`src/rtl/antirrebote_boton_pkg.sv`:
```
`default_nettype none
// ============================================================================
//  Module   : antirrebote_boton_pkg
//  Purpose  : Shared debounce FSM encoding and default confirmation length.
//  Revision : 1.0
// ============================================================================
package antirrebote_boton_pkg;

    // 10 ms at 50 MHz; every button input uses the same default
    localparam int unsigned c_DEBOUNCE_CYCLES = 500000;

    typedef enum logic [1:0] {
        ST_IDLE      = 2'd0,
        ST_WAIT_HIGH = 2'd1,
        ST_PRESSED   = 2'd2,
        ST_WAIT_LOW  = 2'd3
    } estado_t;

endpackage
`default_nettype wire

```
`src/rtl/antirrebote_boton_if.sv`:
```
`default_nettype none
// ============================================================================
//  Module   : antirrebote_boton_if
//  Purpose  : Raw button input and cleaned button outputs.
//  Revision : 1.0
// ============================================================================
interface antirrebote_boton_if;

    logic btn_raw;
    logic btn_level;
    logic btn_press;
    logic btn_release;

    modport master (
        output btn_raw,
        input  btn_level,
        input  btn_press,
        input  btn_release
    );

    modport slave (
        input  btn_raw,
        output btn_level,
        output btn_press,
        output btn_release
    );

endinterface
`default_nettype wire

```
`src/rtl/antirrebote_boton_sincronizador_2ff.sv`:
```
`default_nettype none
// ============================================================================
//  Module   : sincronizador_2ff
//  Purpose  : Two-flop synchronizer for a single asynchronous pad input.
//  Revision : 1.0
// ============================================================================
module sincronizador_2ff (
    input  wire logic clk,
    input  wire logic rst_n,
    input  wire logic i_d,
    output logic      o_q
);

    logic r_sync1;
    logic r_sync2;

    always_ff @(posedge clk or negedge rst_n) begin
        if (!rst_n) begin
            r_sync1 <= 1'b0;
            r_sync2 <= 1'b0;
        end else begin
            r_sync1 <= i_d;
            r_sync2 <= r_sync1;
        end
    end

    assign o_q = r_sync2;

endmodule
`default_nettype wire

```
`src/rtl/antirrebote_boton.sv`:
```
`default_nettype none
// ============================================================================
//  Module   : antirrebote_boton
//  Purpose  : Push-button debouncer with clean level and press/release pulses.
//  Revision : 1.0
// ============================================================================
module antirrebote_boton
    import antirrebote_boton_pkg::*;
#(
    parameter int unsigned DEBOUNCE_CYCLES = c_DEBOUNCE_CYCLES
) (
    input  wire logic           clk,
    input  wire logic           rst_n,
    antirrebote_boton_if.slave  bus
);

    localparam int unsigned CNT_W = $clog2(DEBOUNCE_CYCLES);
    localparam logic [CNT_W-1:0] c_CNT_LAST = CNT_W'(DEBOUNCE_CYCLES - 1);
    localparam logic [CNT_W-1:0] c_CNT_ONE  = CNT_W'(1);

    logic             w_sync;
    estado_t          r_state,   w_state_nxt;
    logic [CNT_W-1:0] r_cnt,     w_cnt_nxt;
    logic             r_level,   w_level_nxt;
    logic             r_press,   w_press_nxt;
    logic             r_release, w_release_nxt;

    sincronizador_2ff u_sync (
        .clk   (clk),
        .rst_n (rst_n),
        .i_d   (bus.btn_raw),
        .o_q   (w_sync)
    );

    always_ff @(posedge clk or negedge rst_n) begin
        if (!rst_n) begin
            r_state   <= ST_IDLE;
            r_cnt     <= '0;
            r_level   <= 1'b0;
            r_press   <= 1'b0;
            r_release <= 1'b0;
        end else begin
            r_state   <= w_state_nxt;
            r_cnt     <= w_cnt_nxt;
            r_level   <= w_level_nxt;
            r_press   <= w_press_nxt;
            r_release <= w_release_nxt;
        end
    end

    // Counter restarts on every state change, so it never needs to saturate
    always_comb begin
        w_state_nxt   = r_state;
        w_cnt_nxt     = r_cnt;
        w_level_nxt   = r_level;
        w_press_nxt   = 1'b0;
        w_release_nxt = 1'b0;
        case (r_state)
            ST_IDLE: begin
                if (w_sync) begin
                    w_state_nxt = ST_WAIT_HIGH;
                    w_cnt_nxt   = '0;
                end
            end
            ST_WAIT_HIGH: begin
                if (!w_sync) begin
                    w_state_nxt = ST_IDLE;
                    w_cnt_nxt   = '0;
                end else if (r_cnt == c_CNT_LAST) begin
                    w_state_nxt = ST_PRESSED;
                    w_cnt_nxt   = '0;
                    w_level_nxt = 1'b1;
                    w_press_nxt = 1'b1;
                end else begin
                    w_cnt_nxt   = r_cnt + c_CNT_ONE;
                end
            end
            ST_PRESSED: begin
                if (!w_sync) begin
                    w_state_nxt = ST_WAIT_LOW;
                    w_cnt_nxt   = '0;
                end
            end
            ST_WAIT_LOW: begin
                if (w_sync) begin
                    w_state_nxt = ST_PRESSED;
                    w_cnt_nxt   = '0;
                end else if (r_cnt == c_CNT_LAST) begin
                    w_state_nxt   = ST_IDLE;
                    w_cnt_nxt     = '0;
                    w_level_nxt   = 1'b0;
                    w_release_nxt = 1'b1;
                end else begin
                    w_cnt_nxt     = r_cnt + c_CNT_ONE;
                end
            end
            default: begin
                w_state_nxt = ST_IDLE;
                w_cnt_nxt   = '0;
                w_level_nxt = 1'b0;
            end
        endcase
    end

    assign bus.btn_level   = r_level;
    assign bus.btn_press   = r_press;
    assign bus.btn_release = r_release;

endmodule
`default_nettype wire
```
`src/flat_wrapper.sv`:
```
// flat-port wrapper written by rule: the top's interface ports become plain ports
module antirrebote_boton_flat import antirrebote_boton_pkg::*;
#(
    parameter int unsigned DEBOUNCE_CYCLES = c_DEBOUNCE_CYCLES
)
  (clk, rst_n, bus_btn_raw, bus_btn_level, bus_btn_press, bus_btn_release);
  antirrebote_boton_if bus_i ();
  input  wire logic clk;
  input  wire logic rst_n;
  input wire logic [$bits(bus_i.btn_raw)-1:0] bus_btn_raw;
  output wire logic [$bits(bus_i.btn_level)-1:0] bus_btn_level;
  output wire logic [$bits(bus_i.btn_press)-1:0] bus_btn_press;
  output wire logic [$bits(bus_i.btn_release)-1:0] bus_btn_release;
  assign bus_i.btn_raw = bus_btn_raw;
  assign bus_btn_level = bus_i.btn_level;
  assign bus_btn_press = bus_i.btn_press;
  assign bus_btn_release = bus_i.btn_release;
  antirrebote_boton #(.DEBOUNCE_CYCLES(DEBOUNCE_CYCLES)) u_core (.clk(clk), .rst_n(rst_n), .bus(bus_i));
endmodule
```
`config.mk`:
```
export PLATFORM = sky130hd
export DESIGN_NAME = antirrebote_boton_flat
export DESIGN_NICKNAME = d
export VERILOG_FILES = /design/src/rtl/antirrebote_boton_pkg.sv /design/src/rtl/antirrebote_boton_if.sv /design/src/rtl/antirrebote_boton_sincronizador_2ff.sv /design/src/rtl/antirrebote_boton.sv /design/src/flat_wrapper.sv
export SDC_FILE = /design/constraint.sdc
export NUM_CORES = 1
export LEC_CHECK = 0
export ABC_AREA = 0
export BUFFER_PORTS_ARGS = -buffer_cell sky130_fd_sc_hd__clkbuf_2
export CAP_MARGIN = 5
export CORE_UTILIZATION = 45
export CTS_CLUSTER_DIAMETER = 200
export CTS_CLUSTER_SIZE = 40
export DETAILED_ROUTE_END_ITERATION = 10
export PLACE_DENSITY_LB_ADDON = 0.3
export SKIP_CTS_REPAIR_TIMING = 1
export SYNTH_ARGS = -nofsm -noshare
export SYNTH_HDL_FRONTEND = slang
export SYNTH_SLANG_ARGS = --single-unit
```
`constraint.sdc`:
```
create_clock -name clk -period 2.5 [get_ports clk]
set_input_delay 0.375 -clock clk [delete_from_list [all_inputs] [get_ports clk]]
set_output_delay 0.375 -clock clk [all_outputs]
set_load 0.05 [all_outputs]
```
# Yosys cells after proc, flatten, opt, wreduce, memory -nomap -nowiden
# Cells that the tools add are included.
[classes]
eq_ne = 12
n_reduce_logical = 5
addsub = 1
mux = 23
[ops]
columns = ["op", "count"]
rows = [
  ["19-bit 2-to-1 mux", 5],
  ["19-bit case mux with 4 select lines", 1],
  ["19-bit by 1-bit adder with 19-bit output (second input constant)", 1],
  ["19-bit equality test (second input constant)", 1],
  ["2-bit 2-to-1 mux", 6],
  ["1-bit 2-to-1 mux", 9],
  ["2-bit inequality test (second input constant)", 4],
  ["2-bit case mux with 4 select lines", 1],
  ["3-bit by 2-bit inequality test with 1-bit output (second input constant)", 2],
  ["5-bit AND reduction", 1],
  ["2-bit equality test (second input constant)", 2],
  ["2-bit by 1-bit inequality test with 1-bit output (second input constant)", 2],
  ["4-bit AND reduction", 1],
  ["2-bit by 1-bit equality test with 1-bit output (second input constant)", 1],
  ["2-bit logical NOT", 1],
  ["1-bit case mux with 2 select lines", 1],
  ["2-bit AND reduction", 1],
  ["2-bit nonzero test", 1],
]
[word_totals]
in_bits = 3
ff_bits = 26
word_cells = 48
out_inout_bits = 3

# Logic depth before layout (Yosys ltp)
[depth]
ltp_word = 4
depth_mapped = 7
depth_no_buf = 6

# By module
# Synthesis repeated with hierarchy kept, for this count alone.
[unflattened]
hier_cells = 143
hier_area_um2 = 1370.1
[modules_own_cells]
columns = ["mod", "cells_each", "seq_area_each_um2", "area_per_inst_um2", "n_inst"]
rows = [
  ["antirrebote_boton", 141, 600.6, 1320.0, 1],
  ["sincronizador_2ff", 2, 50.0, 50.0, 1],
]

# Worst setup path before layout
# OpenSTA, ideal clock, no wires.
[synth_path]
kind = "flip-flop to flip-flop"
start = "register u_core.r_cnt[0]"
end = "register u_core.r_cnt[17]"
n_path_buf = 0
arrival_time_ps = 1696
slack_ps = 722
period_less_slack_ps = 1778
required_time_ps = 2417
path_stages_with_launch = 7
cell_sequence = "dfrtp_1 -> ha_1 -> and4_1 -> and3_2 -> a21o_4 -> or3_1 -> o21ai_0"
[synth_between]
elab_chain_len = 4
[synth_rtl]
columns = ["item", "line", "text"]
rows = [
  ["from (decl)", "antirrebote_boton.sv:23", "logic [CNT_W-1:0] r_cnt, w_cnt_nxt;"],
  ["from (signal assigned)", "antirrebote_boton.sv:44", "r_cnt <= w_cnt_nxt;"],
  ["19-bit by 1-bit adder with 19-bit output or 19-bit equality test (tied branches)", "--", ""],
  ["19-bit 2-to-1 mux (*)", "antirrebote_boton.sv:69, antirrebote_boton.sv:88", ""],
  ["19-bit 2-to-1 mux, on equally long branches", "antirrebote_boton.sv:85, antirrebote_boton.sv:66", ""],
  ["19-bit case mux with 4 select lines (*)", "antirrebote_boton.sv:58", "case (r_state)"],
]
# Every way passes the cells marked *; elsewhere a longest branch is shown, timed or not.
# A chain may end at the register's enable or synchronous reset.

# Worst setup path after layout
[layout_path]
start = "register u_core.r_cnt[0]"
end = "register u_core.r_cnt[3]"
# Same word-level chain as after synthesis.

==> impl_results.md <==
* Status: complete, but fails checks
* Violated checks: design-rule violations
* Post-synth EDFFs at 0
* R2R setup slack at 0.38 ns
* Type of origin of the critical path: flop
* Die X at 57.68 microns
* Residual DRC at 1
* WL final at 2.880 mm
* Synth Flop Type: dfrtp_1
* Reg2reg start: u_core.r_cnt[0]$_DFFE_PN0P_
* Synthesis-stage register bit count at 26
* Max cap viols at 0
* Number of global-route vias before repair at 1,089
* Clock Latency Late Sink at 0.33 ns
* Worst path slowest cell: a21oi_4
* Share of the synthesized area in the top cell type at 0.4664
* Share of layout cells above drive strength 1 at 0.1192
* Max-slew violations at 0
* LEAKAGE at 0.6271 nW
* Routed Antenna Nets at 0
* Antenna cells at 0
* WS Path Type: reg2reg
* CP endpoint kind: flop
* Core Area at 2853 sq um
* Initial antenna violation count at 0
* Synth area leaders: dfrtp_1 (47%), a21oi_1 (4.3%), nand3_1 (4.3%)
* Area grow syn2layout at 5.292%
* Fin nets at 157
* FF-to-FF path depth at 6
* Unique cell type count in the Yosys netlist at 36
* Worst-path fanout max at 24
* Clock skew at 0.004194 ns
* Final min period at 2.125 ns
* CP required at 2.76 ns
* Initial core utilization at 0.4890
* Wire length per cell at 15.82 microns
* CTS tree: yes
* Largest stage delay, worst path at 0.53 ns
* Worst hold slack at 0.04655 ns
* Final RePlAce weighted congestion at 0.8623
* Fmax at 470.6 MHz
* TritonCTS Sinks at 26
* Final setup viols at 0
* Unrepaired setup endpoints after global routing: no
* Worst Hold Class: in2async
* Iter 0 DRT Violations at 38
* Top Family by Delay on Critical Path: compound AO/OA/AOI/OAI gates
* Clk buf depth at 2
* Worst EP arrival at 2.38 ns
* Final hold viol count at 0
* Avg Cell Area, Syn at 9.621 sq um
* Register area share after synthesis at 0.4664
* Synth warnings at 0
* First drt pass iteration count at 7
* Clock-pin slew on the worst setup and hold paths at 0.13 ns
* Worst IR Drop VDD at 0.3469 mV
* Yosys top cell by area: dfrtp_1
* CP bufs+invs at 0
* Total number of vias at 1,113
* Die extent in y at 57.68 microns
* # rows at 19
* Setup TNS at 0 ns
* Synth Instances at 145
* H-tree depth at 1
* Worst slew pin tran at 0.6571 ns
* Largest net degree at the start of global routing at 27
* Die ar. at 3327 sq um
* Fin util at 0.5149
* Max transition margin at 0.5619
* Total track usage at 0.2077
* Port Buffer Count at 5
* Io pins at 6
* CTS Buf Count at 3
* First-pass GRT wire length at 5.147 mm
* Clk root buf: clkbuf_4
* Crit Reg-Reg Endpoint: u_core.r_cnt[3]$_DFFE_PN0P_
* DP HPWL at 1.978 mm
* Crit share post-route at 0.8500
* P per Cell Area at 447.8 nW/um^2
* Gr ovfl total at 0
* Avg Vias per Cell at 6.115
* Mapped cell area at 1395 sq um
* Cells along the critical path: ha_1 -> and4_1 -> and3_2 -> a21oi_4 -> a21oi_1 -> mux2i_1
* Syn_nets at 149
* Asr flop ratio synth at 1.000
kinds of logic (layout without fill, tap and decap cells):
| group | Yosys count | after routing | synth area share |
|---|---|---|---|
| AO/OA/AOI/OAI | 37 | 37 | 0.1704 |
| XOR/XNOR | 1 | 1 | 0.006279 |
| buffers and inverters | 12 | 18 | 0.03856 |
| flip-flops | 26 | 26 | 0.4664 |
| adder cells (fa/ha/maj) | 1 | 1 | 0.008967 |
| AND/OR/NAND/NOR | 62 | 62 | 0.2655 |
| multiplexers | 6 | 6 | 0.04395 |
flip-flops by register name, summed over array words and instances (netlist names), named ones only:
name,count
u_core.bus.btn_level,1
u_core.bus.btn_press,1
u_core.bus.btn_release,1
u_core.r_cnt,19
u_core.r_state,1
u_core.u_sync.o_q,1
u_core.u_sync.r_sync1,1
final cells by class:
class	instances	area [sq um]
clock buffers	3	22.52
inverters	9	33.78
fillers	277	1384
repair buffers	6	32.53
well taps	31	38.79
flip-flops and latches	26	650.6
multi-input cells	107	690.7
routing by layer:
metal / wire length (microns) / part of all wire / GRT usage / up-vias
li1: - / - / - / 544
met1: 1337 / 0.46 / 0.2723 / 552
met2: 1420 / 0.49 / 0.3322 / 12
met3: 74 / 0.026 / 0.04911 / 5
met4: 48 / 0.017 / 0.08844 / 0
met5: 0 / 0 / 0 / -
cells in the mapped netlist (2+ instances only):
cell      number
a22o_1         2
nor3_1         5
mux2i_1        5
inv_1          9
and2_1         3
nand4_1        6
nor2_1         6
o22ai_1        2
o21ai_0       11
nand2_1       14
a21oi_1       12
a21o_1         5
or3_1          5
dfrtp_1       26
a211oi_1       2
nand3_1       12
stage by stage:
| step | area (sq um) | power (W) | setup WS, ns | std cells |
|---|---|---|---|---|
| global route | 1469 | 0.0006820 | 0.2205 | 182 |
| CTS | 1469 | 0.0006664 | 0.3708 | 182 |
| finish | 1469 | 0.0006578 | 0.3751 | 182 |
| detailed placement | 1446 | 0.0004862 | 0.3954 | 179 |
| global placement | 1446 | 0.0004832 | 0.4814 | 179 |
| floorplan | 1395 | 0.0004685 | 0.7217 | 145 |
worst register-to-register path: cells and delay by family, from the launching register on:
family	cells	cell delay, ns
AOI/OAI and AO/OA	2	0.67
adders and majority gates	1	0.27
DFF	1	0.44
muxes	1	0.19
and+or+nand+nor	2	0.49
report_power, final:
group	switching [W]	leakage [nW]	internal (W)
logic	0.0000314	0.258	0.0000152
registers	0.00000555	0.355	0.000426
clock network	0.000123	0.0138	0.0000567
total	0.000160	0.627	0.000498
layout by cell type, fill, tap and decap left out:
cell / Yosys / final
nor2_8: 1 / 1
and4_1: 1 / 1
o21ai_0: 11 / 11
nor3_2: 1 / 1
and3_1: 1 / 1
nor3b_1: 1 / 1
a22o_1: 2 / 2
a21oi_1: 12 / 12
nand4_1: 6 / 6
ha_1: 1 / 1
o22ai_1: 2 / 2
a21o_1: 5 / 5
nand4bb_4: 1 / 1
nand3_1: 12 / 12
clkbuf_2: 0 / 5
nor3_1: 5 / 5
xor2_1: 1 / 1
or3_1: 5 / 5
a211oi_1: 2 / 2
a2bb2oi_1: 1 / 1
nor4b_1: 1 / 1
nand2_1: 14 / 14
a21o_4: 1 / 1
and2_1: 3 / 3
or4b_4: 1 / 1
mux2i_1: 5 / 5
buf_4: 0 / 1
clkbuf_4: 0 / 3
a21oi_4: 1 / 1
and3_2: 1 / 1
dfrtp_1: 26 / 26
nor2_1: 6 / 6
nor4_1: 1 / 1
mux2_2: 1 / 1
or2_2: 1 / 1
inv_1: 9 / 9
how the worst max path moves through the flow:
stage,startpoint,to,cells past startpoint
floorplan,u_core.r_cnt[0]$_DFFE_PN0P_,u_core.r_cnt[17]$_DFFE_PN0P_,6
global placement,u_core.r_cnt[0]$_DFFE_PN0P_,u_core.r_cnt[11]$_DFFE_PN0P_,6
detailed placement,u_core.r_cnt[0]$_DFFE_PN0P_,u_core.r_cnt[3]$_DFFE_PN0P_,6
CTS,u_core.r_cnt[0]$_DFFE_PN0P_,u_core.r_cnt[3]$_DFFE_PN0P_,6
global route,u_core.r_cnt[0]$_DFFE_PN0P_,u_core.r_cnt[17]$_DFFE_PN0P_,6
finish,u_core.r_cnt[0]$_DFFE_PN0P_,u_core.r_cnt[3]$_DFFE_PN0P_,6
(Power assumes the default switching activity.)
